<file path="src/rtl/twiddle_sequencer_if.sv">
// Handshake bundle between the FFT stage controller, the twiddle sequencer and the
// butterfly multiplier. The sequencer uses the master modport.
interface twiddle_sequencer_if #(
  parameter int unsigned N_LOG2  = 3,
  parameter int unsigned W_WIDTH = 16,
  parameter int unsigned STAGE_W = 4
);
  logic                      start;
  logic [STAGE_W-1:0]        stage;
  logic                      inverse;
  logic                      busy;
  logic                      out_valid;
  logic                      out_ready;
  logic signed [W_WIDTH-1:0] W_real;
  logic signed [W_WIDTH-1:0] W_imag;
  logic [N_LOG2-2:0]         bfly_idx;
  logic                      out_last;

  modport master (
    input  start, stage, inverse, out_ready,
    output busy, out_valid, W_real, W_imag, bfly_idx, out_last
  );

  modport slave (
    output start, stage, inverse, out_ready,
    input  busy, out_valid, W_real, W_imag, bfly_idx, out_last
  );
endinterface

</file>
<file path="src/rtl/twiddle_sequencer.sv">
// Streams one twiddle W_N^k per butterfly of a radix-2 DIT FFT stage, with optional
// conjugation for the inverse transform and valid/ready backpressure.
module twiddle_sequencer #(
  parameter int unsigned N_LOG2  = 3,
  parameter int unsigned W_WIDTH = 16,
  parameter int unsigned STAGE_W = 4
) (
  input logic                 clk,
  input logic                 rst_n,
  twiddle_sequencer_if.master bus
);

  localparam int unsigned BW   = N_LOG2 - 1;
  localparam int unsigned Half = 1 << BW;
  localparam logic [BW-1:0] Ones = '1;
  localparam logic [BW-1:0] BMax = '1;

  if (N_LOG2 < 2 || N_LOG2 > 10) begin : g_bad_size
    $error("twiddle_sequencer: N_LOG2 out of range 2..10");
  end
  if ((1 << STAGE_W) <= N_LOG2 - 1) begin : g_bad_stage_w
    $error("twiddle_sequencer: STAGE_W too narrow for N_LOG2");
  end

  // Elaboration-time Taylor series; x < pi so 30 terms is far beyond W_WIDTH precision.
  function automatic logic signed [W_WIDTH-1:0] rom_val(int unsigned k, bit want_sin);
    real x, term, acc, v;
    int  r;
    x = 2.0 * 3.14159265358979323846 * real'(k) / real'(1 << N_LOG2);
    if (want_sin) begin
      term = x;
      acc  = x;
      for (int n = 1; n < 30; n++) begin
        term = -term * x * x / (real'(2 * n) * real'(2 * n + 1));
        acc  = acc + term;
      end
    end else begin
      term = 1.0;
      acc  = 1.0;
      for (int n = 1; n < 30; n++) begin
        term = -term * x * x / (real'(2 * n - 1) * real'(2 * n));
        acc  = acc + term;
      end
    end
    v = acc * real'(1 << (W_WIDTH - 2));
    if (v >= 0.0) r = $rtoi(v + 0.5);
    else          r = -$rtoi(-v + 0.5);
    if (want_sin) r = -r;
    return W_WIDTH'(r);
  endfunction

  logic signed [W_WIDTH-1:0] rom_re [Half];
  logic signed [W_WIDTH-1:0] rom_im [Half];

  for (genvar g = 0; g < Half; g++) begin : g_rom
    localparam logic signed [W_WIDTH-1:0] ReVal = rom_val(g, 1'b0);
    localparam logic signed [W_WIDTH-1:0] ImVal = rom_val(g, 1'b1);
    assign rom_re[g] = ReVal;
    assign rom_im[g] = ImVal;
  end

  typedef enum logic [0:0] {StIdle, StRun} state_e;

  state_e                    state_q, state_d;
  logic [STAGE_W-1:0]        stage_q, stage_d;
  logic                      inv_q, inv_d;
  logic [BW-1:0]             b_q, b_d;
  logic                      all_q, all_d;
  logic                      valid_q, valid_d;
  logic signed [W_WIDTH-1:0] re_q, re_d;
  logic signed [W_WIDTH-1:0] im_q, im_d;
  logic [BW-1:0]             idx_q, idx_d;
  logic                      last_q, last_d;

  logic          load;
  logic          inv_sel;
  logic [BW-1:0] mask;
  logic [BW-1:0] k;

  // b_q is zero whenever idle, so k is 0 for the first load regardless of stage_q.
  always_comb begin
    mask = ~(Ones << stage_q);
    k    = (b_q & mask) << (STAGE_W'(BW) - stage_q);
  end

  always_comb begin
    state_d = state_q;
    stage_d = stage_q;
    inv_d   = inv_q;
    b_d     = b_q;
    all_d   = all_q;
    valid_d = valid_q;
    re_d    = re_q;
    im_d    = im_q;
    idx_d   = idx_q;
    last_d  = last_q;
    load    = 1'b0;
    inv_sel = inv_q;

    unique case (state_q)
      StIdle: begin
        inv_sel = bus.inverse;
        if (bus.start && (32'(bus.stage) < N_LOG2)) begin
          state_d = StRun;
          stage_d = bus.stage;
          inv_d   = bus.inverse;
          load    = 1'b1;
        end
      end
      StRun: begin
        if (!valid_q || bus.out_ready) begin
          if (!all_q) begin
            load = 1'b1;
          end else begin
            state_d = StIdle;
            valid_d = 1'b0;
            re_d    = '0;
            im_d    = '0;
            idx_d   = '0;
            last_d  = 1'b0;
            all_d   = 1'b0;
            b_d     = '0;
          end
        end
      end
      default: state_d = StIdle;
    endcase

    if (load) begin
      valid_d = 1'b1;
      re_d    = rom_re[k];
      im_d    = inv_sel ? -rom_im[k] : rom_im[k];
      idx_d   = b_q;
      last_d  = (b_q == BMax);
      all_d   = (b_q == BMax);
      b_d     = b_q + 1'b1;
    end
  end

  always_ff @(posedge clk or negedge rst_n) begin
    if (!rst_n) begin
      state_q <= StIdle;
      stage_q <= '0;
      inv_q   <= 1'b0;
      b_q     <= '0;
      all_q   <= 1'b0;
      valid_q <= 1'b0;
      re_q    <= '0;
      im_q    <= '0;
      idx_q   <= '0;
      last_q  <= 1'b0;
    end else begin
      state_q <= state_d;
      stage_q <= stage_d;
      inv_q   <= inv_d;
      b_q     <= b_d;
      all_q   <= all_d;
      valid_q <= valid_d;
      re_q    <= re_d;
      im_q    <= im_d;
      idx_q   <= idx_d;
      last_q  <= last_d;
    end
  end

  assign bus.busy      = (state_q == StRun);
  assign bus.out_valid = valid_q;
  assign bus.W_real    = re_q;
  assign bus.W_imag    = im_q;
  assign bus.bfly_idx  = idx_q;
  assign bus.out_last  = last_q;

endmodule

</file>
<file path="src/flat_wrapper.sv">
// flat-port wrapper written by rule: the top's interface ports become plain ports
module twiddle_sequencer_flat 
#(
  parameter int unsigned N_LOG2  = 3,
  parameter int unsigned W_WIDTH = 16,
  parameter int unsigned STAGE_W = 4
)
  (clk, rst_n, bus_start, bus_stage, bus_inverse, bus_out_ready, bus_busy, bus_out_valid, bus_W_real, bus_W_imag, bus_bfly_idx, bus_out_last);
  twiddle_sequencer_if #(.N_LOG2(N_LOG2), .W_WIDTH(W_WIDTH), .STAGE_W(STAGE_W)) bus_i ();
  input logic clk;
  input logic rst_n;
  input wire logic [$bits(bus_i.start)-1:0] bus_start;
  input wire logic [$bits(bus_i.stage)-1:0] bus_stage;
  input wire logic [$bits(bus_i.inverse)-1:0] bus_inverse;
  input wire logic [$bits(bus_i.out_ready)-1:0] bus_out_ready;
  output wire logic [$bits(bus_i.busy)-1:0] bus_busy;
  output wire logic [$bits(bus_i.out_valid)-1:0] bus_out_valid;
  output wire logic [$bits(bus_i.W_real)-1:0] bus_W_real;
  output wire logic [$bits(bus_i.W_imag)-1:0] bus_W_imag;
  output wire logic [$bits(bus_i.bfly_idx)-1:0] bus_bfly_idx;
  output wire logic [$bits(bus_i.out_last)-1:0] bus_out_last;
  assign bus_i.start = bus_start;
  assign bus_i.stage = bus_stage;
  assign bus_i.inverse = bus_inverse;
  assign bus_i.out_ready = bus_out_ready;
  assign bus_busy = bus_i.busy;
  assign bus_out_valid = bus_i.out_valid;
  assign bus_W_real = bus_i.W_real;
  assign bus_W_imag = bus_i.W_imag;
  assign bus_bfly_idx = bus_i.bfly_idx;
  assign bus_out_last = bus_i.out_last;
  twiddle_sequencer #(.N_LOG2(N_LOG2), .W_WIDTH(W_WIDTH), .STAGE_W(STAGE_W)) u_core (.clk(clk), .rst_n(rst_n), .bus(bus_i));
endmodule
</file>
<file path="config.mk">
export PLATFORM = sky130hd
export DESIGN_NAME = twiddle_sequencer_flat
export DESIGN_NICKNAME = d
export VERILOG_FILES = /design/src/rtl/twiddle_sequencer_if.sv /design/src/rtl/twiddle_sequencer.sv /design/src/flat_wrapper.sv
export SDC_FILE = /design/constraint.sdc
export NUM_CORES = 1
export LEC_CHECK = 0
export CAP_MARGIN = 20
export CORE_MARGIN = 5
export CORE_UTILIZATION = 30
export CTS_CLUSTER_DIAMETER = 30
export DETAILED_ROUTE_END_ITERATION = 12
export SLEW_MARGIN = 40
export SYNTH_ARGS = -nofsm -noshare
export SYNTH_HDL_FRONTEND = slang
export SYNTH_SLANG_ARGS = --single-unit
</file>
<file path="constraint.sdc">
create_clock -name clk -period 4.02 [get_ports clk]
set_input_delay 0.804 -clock clk [delete_from_list [all_inputs] [get_ports clk]]
set_output_delay 0.804 -clock clk [all_outputs]
set_load 0.02 [all_outputs]
</file>
# [After elaboration in Yosys (flattened, before gate mapping)]
# Index checks and enable logic that the tools add are counted.
[op_classes] add_sub_neg=3 order_cmp=2 n_eq_ne=1 shifts=2 muxes=32 bitwise_logic=4 n_reduce_logical=9
[ops] operator="$mux 16" count=10
[ops] operator="$bmux 16 s2" count=2
[ops] operator="$neg 16->16" count=1
[ops] operator="$mux 1" count=13
[ops] operator="$mux 2" count=5
[ops] operator="$reduce_bool 2->1" count=3
[ops] operator="$lt 4x2->1 const B" count=1
[ops] operator="$pmux 1 s2" count=2
[ops] operator="$reduce_and 2->1" count=2
[ops] operator="$shl 2x4->2" count=1
[ops] operator="$shl 2x4->2 const A" count=1
[ops] operator="$sub 2x4->4 const A" count=1
[ops] operator="$ge 3x3->1 const B" count=1
[ops] operator="$not 2->3" count=1
[ops] operator="$reduce_and 3->1" count=1
[ops] operator="$add 2x1->2 const B" count=1
[ops] operator="$and 2x2->2" count=1
[ops] operator="$eq 2x2->1 const B" count=1
[ops] operator="$not 2->2" count=1
[ops] operator="$logic_and 1x1->1" count=1
[ops] operator="$logic_not 1->1" count=1
[ops] operator="$logic_or 1x1->1" count=1
[ops] operator="$not 1->1" count=1
[word_totals] regBits=45 output_inout_bits=37 word_cells=63

# [Depth between registers and ports, before layout]
# Gate-level depths: netlist of the first run.
[logic_depth] ltp_word=11 mapped_depth=8 depth_no_buf=8

# [Least setup slack after synthesis of the first run]
# OpenSTA, ideal clock, no wires.
[synth_timing] path_type="reg-to-reg" from="register u_core.stage_q[0]" to="register u_core.im_q[15] (netlist: u_core.bus.W_imag[15])" setup_time_ns=0.121 t_arrival_ns=1.735 t_required_ns=3.899 slack_ns=2.164 path_stages_with_launch=9 synth_period_minus_slack_ns=1.856 cell_sequence="dfrtp_1 -> ha_1 -> and3_4 -> a211oi_1 -> o21a_1 -> ha_1 -> nand2b_1 -> o21ai_1 -> a22o_1"
[synth_via] elab_chain_cells=11 elab_cells_between_ends=12
[synth_lines] element="start, declared" line_no="twiddle_sequencer.sv:65" text="logic [STAGE_W-1:0] stage_q, stage_d;"
[synth_lines] element="start signal, assigned" line_no="twiddle_sequencer.sv:154" text="stage_q <= stage_d;"
[synth_lines] element="parallel branches: the longest is 3 deep, another holds $sub 2x4->4"
[synth_lines] element="$shl 2x4->2 *" line_no="twiddle_sequencer.sv:83" text="k = (b_q & mask) << (STAGE_W'(BW) - stage_q);"
[synth_lines] element="$not 2->3 (implied by the code) *" line_no="twiddle_sequencer.sv:132" text="im_d = inv_sel ? -rom_im[k] : rom_im[k];"
[synth_lines] element="$bmux 16 s2 *" line_no="twiddle_sequencer.sv:132"
[synth_lines] element="$mux 16 (implied by the code) * (2 in a row)" line_no="twiddle_sequencer.sv:132"
[synth_lines] element="$neg 16->16" line_no="twiddle_sequencer.sv:132"
[synth_lines] element="$mux 16 *" line_no="twiddle_sequencer.sv:132"
[synth_lines] element="$mux 16 *" line_no="twiddle_sequencer.sv:129" text="if (load) begin"
[synth_lines] element="end signal, assigned" line_no="twiddle_sequencer.sv:160" text="im_q <= im_d;"
[synth_lines] element="end, declared" line_no="twiddle_sequencer.sv:71" text="logic signed [W_WIDTH-1:0] im_q, im_d;"
# Every way passes the cells marked *. The select of a mux whose other input is x is not followed.
# A chain may end at the register's enable or synchronous reset.

==> impl_summary.log, run 1 <==
INFO  metric run_status = complete, no violations
INFO  metric leakage = 0.687 nW
INFO  metric boundaryPins = 46
INFO  metric ctsRootBufferMaster = clkbuf_8
INFO  metric grt_pass1_vias = 854
INFO  metric max-cap-violations = 0
INFO  metric layout_common_cells = clkdlybuf4s50_1, dfrtp_1, a22o_1
INFO  metric slew_viol_final = 0
INFO  metric post_route_skew = 3.93 ps
INFO  metric dieHeight = 73.5 um
INFO  metric rsz0062_at_grt = false
INFO  metric timing.critical_path.from_type = flop
INFO  metric maxSlewHeadroom = 0.684
INFO  metric endpoint_kind = output pin
INFO  metric timing.reg2reg.worst_path_depth = 8
INFO  metric met3_wirelength = 150 um
INFO  metric worstSetupPathType = flop to output pin
INFO  metric gp_congestion = 0.721
INFO  metric seqPwrFrac = 0.334
INFO  metric route.met2.wl = 1160 um
INFO  metric place_inst = 171
INFO  metric insertion_delay_to_the_later_sink_of_the_worst_skew_pair = 260 ps
INFO  metric track_usage = 0.0958
INFO  metric nFillCells = 384
INFO  metric post-cts-setup-buffers = 0
INFO  metric most_common_cell_after_layout_fill_and_taps_aside = clkdlybuf4s50_1
INFO  metric floorplan.initialDensity = 0.307
INFO  metric vias = 817
INFO  metric routed.top_layer = met4
INFO  metric synth_seq_cells = 21
INFO  metric critical_path.slowest_cell = clkdlybuf4s50_1
INFO  metric post_synth_inst_count = 103
INFO  metric grt_remaining_overflow = 0
INFO  metric cts-buffers-inserted = 3
INFO  metric sw_frac_of_total = 0.403
INFO  metric hold_viol_final = 0
INFO  metric drive_gt1_frac = 0.120
INFO  metric port_buffers = 45
INFO  metric clock-sinks = 21
INFO  metric data_required_time_at_the_worst_endpoint = 3220 ps
INFO  metric aggregate_negative_setup_slack = 0 ps
INFO  metric proportion_of_power_drawn_by_combinational_gates = 0.539
INFO  metric setup-violations-final = 0
INFO  metric fp-row-count = 23
INFO  metric timing.final.crit_period = 2220 ps
INFO  metric postSynthNetCount = 117
INFO  metric p_clk_frac = 0.128
INFO  metric synth-warning-count = 0
INFO  metric postSynthAreaPerCell = 11.7 sq um
INFO  metric post_drt_via_cell_ratio = 4.67
INFO  metric fp.dieArea = 5400 sq um
INFO  metric postCtsHoldBufs = 0
INFO  metric num_antenna_cells = 0
INFO  metric areaGrowthSynthToFinish = 29.2%
INFO  metric timing.hold.worst.class = input pin to async pin
INFO  metric drt-total-wl = 2400 um
INFO  metric htreeDepth = 1
INFO  metric grt_max_degree = 22
INFO  metric switchingPower = 0.000439 W
INFO  metric worst-path-max-fanout = 10
INFO  metric clk_transition_reported_paths = 80 ps
INFO  metric cts_tree = yes
INFO  metric met1_length = 1040 um
INFO  metric crit_buf_inv = 1
INFO  metric first_pass_detailed_route_iteration_total = 4
INFO  metric nNetsFinal = 140
INFO  metric number_of_design_rule_violations_left_after_detail_routing = 0
INFO  metric synthDistinctLibCells = 33
INFO  metric cp.depth = 1
INFO  metric syn_area = 1210 sq um
INFO  metric max_freq = 450 MHz
INFO  metric wl_per_cell = 13.7 um
INFO  metric postRouteAntennaNets = 0
INFO  metric power_density = 697 nW/um^2
INFO  metric internal-power = 0.000650 W
INFO  metric worstPathArrival = 1420 ps
INFO  metric max_stage_delay = 670 ps
INFO  metric finalCritPeriodShare = 0.553
INFO  metric synthDominantAreaCellType = dfrtp_1
INFO  metric seq_area_frac_synth = 0.434
INFO  metric crit_path_cell_trace = clkdlybuf4s50_1
INFO  metric coreArea = 3940 sq um
INFO  metric clock_tree.buffer_depth = 2
INFO  metric peakVddDrop = 335 uV
INFO  metric critPathTopFamily = buffers and inverters
INFO  metric instances_no_fill = 175
INFO  metric initial_drc_count = 33
INFO  metric grt_pass1_wl = 4080 um
INFO  metric place.detailed.hpwl = 1830 um
INFO  metric initial_antenna_violation_count = 0
INFO  metric yosys-top-cells-area = dfrtp_1, buf_4, a22o_1, ha_1, mux2_2
INFO  metric cts_resized = 0
INFO  metric synth_top_area_frac = 0.434
INFO  metric die_w = 73.5 um
INFO  metric worst_slew_pin_slew = 473 ps
kinds of logic (layout without fill, tap and decap cells):
logic type	count (synthesis)	after routing	synth area share
simple gates	16	16	0.0993
flops	21	21	0.434
buf+inv	30	52	0.178
compound gates	25	25	0.182
fa+ha+maj	5	5	0.0517
mux	6	6	0.0548
power groups by stage:
stage | logic, W | clock network (W) | registers [W]
6_report | 0.000586 | 0.000139 | 0.000363
5_1_grt | 0.000634 | 0.000152 | 0.000381
4_1_cts | 0.000595 | 0.000145 | 0.000365
3_5_place_dp | 0.000589 | 0 | 0.000368
3_3_place_gp | 0.000585 | 0 | 0.000366
2_1_floorplan | 0.000383 | 0 | 0.000404
area by class of cell:
cell class / count / area, sq um / area share
clock buffers: 3 / 41.3 / 0.0264
clock inverters: 1 / 5.00 / 0.00320
inverters: 3 / 13.8 / 0.00881
multi-input cells: 52 / 469 / 0.300
flip-flops and latches: 21 / 526 / 0.336
well taps: 50 / 62.6 / 0.0400
repair buffers: 45 / 445 / 0.285
sequential cells by signal, summed over array words and instances, names as in the netlist:
register and count:
u_core.all_q 1, u_core.b_q 2, u_core.bus.W_imag 5, u_core.bus.W_real 3, u_core.bus.bfly_idx 2, u_core.bus.busy 1
u_core.bus.out_last 1, u_core.bus.out_valid 1, u_core.inv_q 1, u_core.stage_q 4
cells in the mapped netlist:
master,instances
o21bai_4,1
buf_6,1
nand2_1,2
nor2b_1,5
a21o_1,2
mux2_2,3
a32o_1,1
nand2b_1,2
a31oi_1,1
buf_2,2
o21a_1,1
inv_4,1
inv_2,1
o21ai_1,1
a32o_2,1
mux2_1,2
nor4b_4,1
and3_4,1
nand3_1,1
a21oi_1,2
nor4_1,1
a22o_1,11
and3_1,1
a211oi_1,1
o211a_4,1
nor4bb_1,1
o211ai_1,2
buf_4,24
mux2i_1,1
and2_1,1
inv_1,1
ha_1,5
dfrtp_1,21
final timing paths:
kind                                       start               endpoint  slack [ps]
max                        u_core.bus.W_real[12]          bus_W_real[9]        1800
min                                        rst_n          u_core.b_q[0]         480
max reg2reg                    u_core.stage_q[0]  u_core.bus.W_imag[15]        1980
min reg2reg                u_core.bus.W_imag[14]  u_core.bus.W_imag[14]         510
max in group asynchronous                  rst_n  u_core.bus.W_imag[13]        3220
min in group clk           u_core.bus.W_imag[14]  u_core.bus.W_imag[14]         510
per-layer routing:
layer,global-route usage,vias up
li1,-,392
met1,0.118,393
met2,0.164,27
met3,0.0178,5
met4,0.0362,0
met5,0,-
stage by stage:
stage / setup WS [ps] / utilization / power (W) / cell area [sq um] / hold slack (ps)
floorplan: 2160 / - / 0.000788 / 1210 / 463
global placement: 1650 / 0.386 / 0.000951 / 1520 / 486
global route: 1720 / 0.396 / 0.00117 / 1560 / 526
detailed placement: 1610 / 0.385 / 0.000957 / 1520 / 491
finish: 1800 / 0.396 / 0.00109 / 1560 / 485
CTS: 1770 / 0.396 / 0.00111 / 1560 / 500
(Power assumes the default switching activity.)
==> run 2: changes to the inputs <==
Clock period 4.02 ns to 2 ns, I/O delays scaled along.
==> impl_summary.log, run 2 (synthesis gave the netlist of run 1 again) <==
INFO  metric ctsRootBufferMaster = clkbuf_8
INFO  metric first_pass_detailed_route_iteration_total = 2 (-2)
INFO  metric timing.reg2reg.worst_path_depth = 8 (unchanged)
INFO  metric postCtsHoldBufs = 0 (unchanged)
INFO  metric drt-total-wl = 2640 um (+10%)
INFO  metric grt_pass1_vias = 840 (-1.6%)
INFO  metric vias = 845 (+3.4%)
INFO  metric insertion_delay_to_the_later_sink_of_the_worst_skew_pair = 260 ps (about the same)
INFO  metric clock-sinks = 21 (unchanged)
INFO  metric critical_path.slowest_cell = dfrtp_1
INFO  metric areaGrowthSynthToFinish = 34.2%
INFO  metric hold_viol_final = 0 (unchanged)
INFO  metric number_of_flip_flops_under_the_largest_register_name = 5 (unchanged)
INFO  metric boundaryPins = 46 (unchanged)
INFO  metric cts-buffers-inserted = 3 (unchanged)
INFO  metric hold_slack = 472 ps (-12.6 ps)
INFO  metric worstPathArrival = 2100 ps (+680 ps)
INFO  metric power_density = 1430 nW/um^2 (+110%)
INFO  metric maxSlewHeadroom = 0.756 (+0.0719)
INFO  metric max-cap-violations = 0 (unchanged)
INFO  metric initial_antenna_violation_count = 0 (unchanged)
INFO  metric timing.hold.worst.class = input pin to async pin
INFO  metric cts_tree = yes
INFO  metric endpoint_kind = flop
INFO  metric coreArea = 3940 sq um (unchanged)
INFO  metric crit_path_cell_trace = ha_4 -> and3_4 -> o211ai_1 -> o21a_1 -> ha_1 -> nand2b_1 -> o21ai_1 -> a22o_1
INFO  metric clk_transition_reported_paths = 80 ps (about the same)
INFO  metric timing.critical_path.from_type = flop
INFO  metric number_of_design_rule_violations_left_after_detail_routing = 0 (unchanged)
INFO  metric num_antenna_cells = 0 (unchanged)
INFO  metric most_common_cell_after_layout_fill_and_taps_aside = clkdlybuf4s50_1
INFO  metric worst-path-max-fanout = 5 (-5)
INFO  metric peakVddDrop = 808 uV (+140%)
INFO  metric clock_tree.buffer_depth = 2 (unchanged)
INFO  metric track_usage = 0.0953 (-0.000486)
INFO  metric port_buffers = 45 (unchanged)
INFO  metric leakage = 0.710 nW (+3.3%)
INFO  metric layout_common_cells = clkdlybuf4s50_1, dfrtp_1, a22o_1
INFO  metric nFillCells = 349 (-9.1%)
INFO  metric fp-row-count = 23 (unchanged)
INFO  metric wl_per_cell = 14.8 um (+7.8%)
INFO  metric slew_viol_final = 0 (unchanged)
INFO  metric postRouteAntennaNets = 0 (unchanged)
INFO  metric grt_max_degree = 22 (unchanged)
INFO  metric gp_congestion = 0.827 (+15%)
INFO  metric data_required_time_at_the_worst_endpoint = 2160 ps (-1060 ps)
INFO  metric post_route_skew = 5.00 ps (+1.08 ps)
INFO  metric dieHeight = 73.5 um (unchanged)
INFO  metric max_stage_delay = 460 ps (-210 ps)
INFO  metric grt_remaining_overflow = 0 (unchanged)
INFO  metric fp.dieArea = 5400 sq um (unchanged)
INFO  metric setup-violations-final = 0 (unchanged)
INFO  metric initial_drc_count = 8 (-76%)
INFO  metric die_w = 73.5 um (unchanged)
INFO  metric nNetsFinal = 144 (+2.9%)
INFO  metric run_status = complete, no violations
INFO  metric floorplan.initialDensity = 0.307 (unchanged)
INFO  metric worstSetupPathType = flop to flop
INFO  metric timing.final.crit_period = 1940 ps
INFO  metric placed_area = 1550 sq um (+2.3%)
INFO  metric worst_slew_pin_slew = 365 ps (-109 ps)
INFO  metric max_freq = 516 MHz
INFO  metric post_drt_via_cell_ratio = 4.72 (+1.1%)
INFO  metric drive_gt1_frac = 0.171 (+0.0505)
INFO  metric finalCritPeriodShare = 0.968
INFO  metric place.detailed.hpwl = 1960 um (+6.6%)
INFO  metric finish.instance_area = 1620 sq um (+3.9%)
INFO  metric grt_pass1_wl = 3970 um (-2.7%)
INFO  metric htreeDepth = 1 (unchanged)
## run 2: cell types whose count changed in the layout (fill, tap and decap cells not counted), sizes merged
cell | previous run | this run
buf | 1 | 4
clkdlybuf4s50 | 44 | 45
## run 2: layout make-up
cell class                      instances  area [sq um]  share of cell area
Clock inverter                          1          5.00             0.00308
Sequential cell                        21           526               0.324
Clock buffer                            3          41.3              0.0254
Tap cell                               50          62.6              0.0385
Inverter                                3          13.8             0.00847
Timing Repair Buffer                   49           480               0.296
Multi-Input combinational cell         52           495               0.305
## run 2: power by group
group	switching [W]	internal, W	leakage [nW]
registers	0.000157	0.000576	0.272
logic	0.000629	0.000676	0.412
clock network	0.000143	0.000139	0.0255
## run 2: final timing paths
| path | startpoint | end | slack (ps) |
|---|---|---|---|
| worst max-delay path | u_core.stage_q[0] | u_core.bus.W_imag[15] | 60 |
| worst min-delay path | rst_n | u_core.stage_q[3] | 470 |
| worst max register to register | u_core.stage_q[0] | u_core.bus.W_imag[15] | 60 |
| worst min register to register | u_core.bus.W_imag[14] | u_core.bus.W_imag[14] | 500 |
| max in group asynchronous | rst_n | u_core.b_q[0] | 1310 |
| min in group clk | u_core.bus.W_imag[14] | u_core.bus.W_imag[14] | 500 |
## run 2: repair_timing
action | 4_1_cts | 5_1_grt
setup endpoints to repair | 0 | 3
resized for setup | 0 | 5
setup buffers | 0 | 0
## run 2: critical path: cells and delay by family (launching register included)
family,cells,cell delay [ps]
DFF,1,460
adders and majority gates,2,390
AOI/OAI and AO/OA,4,710
and+or+nand+nor,2,280
## run 2: through the flow
stage / std cells / power [W] / worst slack (ps) / util / setup TNS [ps]
2_1_floorplan: 103 / 0.00158 / 144 / - / 0
3_3_place_gp: 175 / 0.00197 / 88.3 / 0.394 / 0
3_5_place_dp: 175 / 0.00200 / 27.6 / 0.394 / 0
4_1_cts: 179 / 0.00229 / 6.03 / 0.405 / 0
5_1_grt: 179 / 0.00247 / -26.5 / 0.412 / -26.5
6_report: 179 / 0.00232 / 63.3 / 0.412 / 0
## run 2: layer usage
| metal | global-route usage | part of all wire |
|---|---|---|
| met1 | 0.110 | 0.42 |
| met2 | 0.171 | 0.52 |
| met3 | 0.0192 | 0.048 |
| met4 | 0.0362 | 0.0083 |
| met5 | 0 | 0 |
==> run 3: changes to the inputs <==
Settings changed: GPL_TIMING_DRIVEN from default to 0.
Clock period 2 ns to 2.3 ns, I/O delays scaled along.
==> impl_summary.log, run 3 (synthesis gave the netlist of run 1 again) <==
INFO  metric areaGrowthSynthToFinish = 46.0%
INFO  metric cts_resized = 0 (unchanged)
INFO  metric critical_path.slowest_cell = dfrtp_1
INFO  metric cts_tree = yes
INFO  metric clk_transition_reported_paths = 80 ps (about the same)
INFO  metric leakage = 0.830 nW (+17%)
INFO  metric peakVddDrop = 448 uV (-45%)
INFO  metric cts-buffers-inserted = 3 (unchanged)
INFO  metric drt-total-wl = 2710 um (+2.6%)
INFO  metric postRouteAntennaNets = 0 (unchanged)
INFO  metric setup-violations-final = 0 (unchanged)
INFO  metric num_antenna_cells = 0 (unchanged)
INFO  metric fp-row-count = 23 (unchanged)
INFO  metric wl_per_cell = 13.4 um (-9.0%)
INFO  metric timing.critical_path.from_type = flop
INFO  metric maxSlewHeadroom = 0.687 (-0.0696)
INFO  metric regToRegStartpoint = u_core.stage_q[0]
INFO  metric timing.reg2reg.worst_path_depth = 8 (unchanged)
INFO  metric die_w = 73.5 um (unchanged)
INFO  metric r2r_slack = 230 ps (+170 ps)
INFO  metric grt_max_degree = 22 (unchanged)
INFO  metric timing.final.crit_period = 2070 ps (+130 ps)
INFO  metric worstSetupPathType = flop to flop
INFO  metric number_of_flip_flops_under_the_largest_register_name = 5 (unchanged)
INFO  metric hold_viol_final = 0 (unchanged)
INFO  metric data_required_time_at_the_worst_endpoint = 2460 ps (+300 ps)
INFO  metric crit_path_cell_trace = ha_1 -> and3_4 -> a211oi_1 -> o21a_1 -> ha_1 -> nand2b_1 -> o21ai_1 -> a22o_1
INFO  metric insertion_delay_to_the_later_sink_of_the_worst_skew_pair = 260 ps (about the same)
INFO  metric max-cap-violations = 0 (unchanged)
INFO  metric critPathTopFamily = compound AO/OA/AOI/OAI gates
INFO  metric rsz0062_at_grt = false
INFO  metric clock_tree.buffer_depth = 2 (unchanged)
INFO  metric layout_common_cells = clkdlybuf4s50_1, buf_4, dfrtp_1
INFO  metric grt_remaining_overflow = 0 (unchanged)
INFO  metric fp.dieArea = 5400 sq um (unchanged)
INFO  metric worst-path-max-fanout = 5 (unchanged)
INFO  metric most_common_cell_after_layout_fill_and_taps_aside = clkdlybuf4s50_1
INFO  metric grt_pass1_wl = 4310 um (+8.3%)
INFO  metric finalCritPeriodShare = 0.898 (-0.0699)
INFO  metric endpoint_of_the_worst_slack_reg_to_reg_timing_path = u_core.bus.W_imag[15]
INFO  metric post_drt_via_cell_ratio = 4.50 (-4.6%)
INFO  metric dieHeight = 73.5 um (unchanged)
INFO  metric vias = 910 (+7.7%)
INFO  metric floorplan.initialDensity = 0.307 (unchanged)
INFO  metric first_pass_detailed_route_iteration_total = 4 (+2)
INFO  metric port_buffers = 45 (unchanged)
INFO  metric place.detailed.hpwl = 2160 um (+11%)
INFO  metric worstPathArrival = 2220 ps (+120 ps)
INFO  metric critical-path-top-cell-by-count = ha_1
INFO  metric gp_congestion = 0.725 (-12%)
INFO  metric crit_buf_inv = 0 (unchanged)
INFO  metric post-cts-setup-buffers = 0 (unchanged)
INFO  metric initial_antenna_violation_count = 0 (unchanged)
INFO  metric boundaryPins = 46 (unchanged)
INFO  metric slew_viol_final = 0 (unchanged)
INFO  metric drive_gt1_frac = 0.276 (+0.106)
INFO  metric run_status = complete, no violations
INFO  metric coreArea = 3940 sq um (unchanged)
INFO  metric ctsRootBufferMaster = clkbuf_8
INFO  metric final_core_utilization = 0.448 (+0.0362)
INFO  metric track_usage = 0.100 (+0.00516)
INFO  metric htreeDepth = 1 (unchanged)
INFO  metric post_route_skew = 9.96 ps (+4.96 ps)
INFO  metric nNetsFinal = 167 (+16%)
INFO  metric clock-sinks = 21 (unchanged)
INFO  metric aggregate_negative_setup_slack = 0 ps (unchanged)
INFO  metric postCtsHoldBufs = 0 (unchanged)
INFO  metric worst_slew_pin_slew = 470 ps (+105 ps)
INFO  metric endpoint_kind = flop
INFO  metric power_density = 1150 nW/um^2 (-19%)
INFO  metric nFillCells = 358 (+2.6%)
INFO  metric timing.hold.worst.class = input pin to async pin
INFO  metric number_of_design_rule_violations_left_after_detail_routing = 0 (unchanged)
INFO  metric grt_pass1_vias = 948 (+13%)
INFO  metric max_freq = 484 MHz (-6.3%)
INFO  metric max_stage_delay = 430 ps (-30 ps)
INFO  metric initial_drc_count = 25 (+17)
## run 3: stage by stage
stage	total power, W	cells	setup slack [ps]	cell area, sq um	hold slack, ps
6_report	0.00204	202	234	1770	143
5_1_grt	0.00218	202	115	1770	173
4_1_cts	0.00207	202	217	1770	162
3_5_place_dp	0.00181	198	230	1720	447
3_3_place_gp	0.00178	198	293	1720	487
2_1_floorplan	0.00138	103	444	1210	164
## run 3: where the power goes
group	total [W]	leakage, nW	switching (W)	internal (W)
Sequential	0.000639	0.272	0.000138	0.000501
Combinational	0.00115	0.536	0.000545	0.000610
Clock	0.000244	0.0217	0.000122	0.000122
Total	0.00204	0.830	0.000805	0.00123
## run 3: layout make-up
class,instances,area [sq um],area share
inverter,3,13.8,0.00779
clock inverter,1,7.51,0.00425
timing repair buffer,45,445,0.252
tap,50,62.6,0.0354
sequential,21,526,0.297
multi-input combinational,52,469,0.266
clock buffer,3,41.3,0.0234
buffer,27,201,0.114
## run 3: worst max-delay path by stage
stage                                 start  cells past startpoint  slack, ps                     to
after CTS                 u_core.stage_q[0]                      8        220  u_core.bus.W_imag[15]
after detailed placement  u_core.stage_q[1]                      8        230  u_core.bus.W_imag[15]
after global routing      u_core.stage_q[0]                      8        120  u_core.bus.W_imag[15]
final                     u_core.stage_q[0]                      8        230  u_core.bus.W_imag[15]
after floorplan           u_core.stage_q[0]                      8        440  u_core.bus.W_imag[15]
after global placement    u_core.stage_q[0]                      8        290  u_core.bus.W_imag[15]
## run 3: worst reg2reg max path, cell delays in order, from the launching register on
cell and delay, ps:
dfrtp_1 430, ha_1 290, and3_4 220, a211oi_1 280, o21a_1 240, ha_1 170
nand2b_1 90, o21ai_1 60, a22o_1 190
## run 3: per-layer routing
layer	global-route usage	share of wire	up-vias
li1	-	-	444
met1	0.126	0.42	438
met2	0.178	0.51	24
met3	0.0205	0.056	4
met4	0.0181	0.0063	0
met5	0	0	-
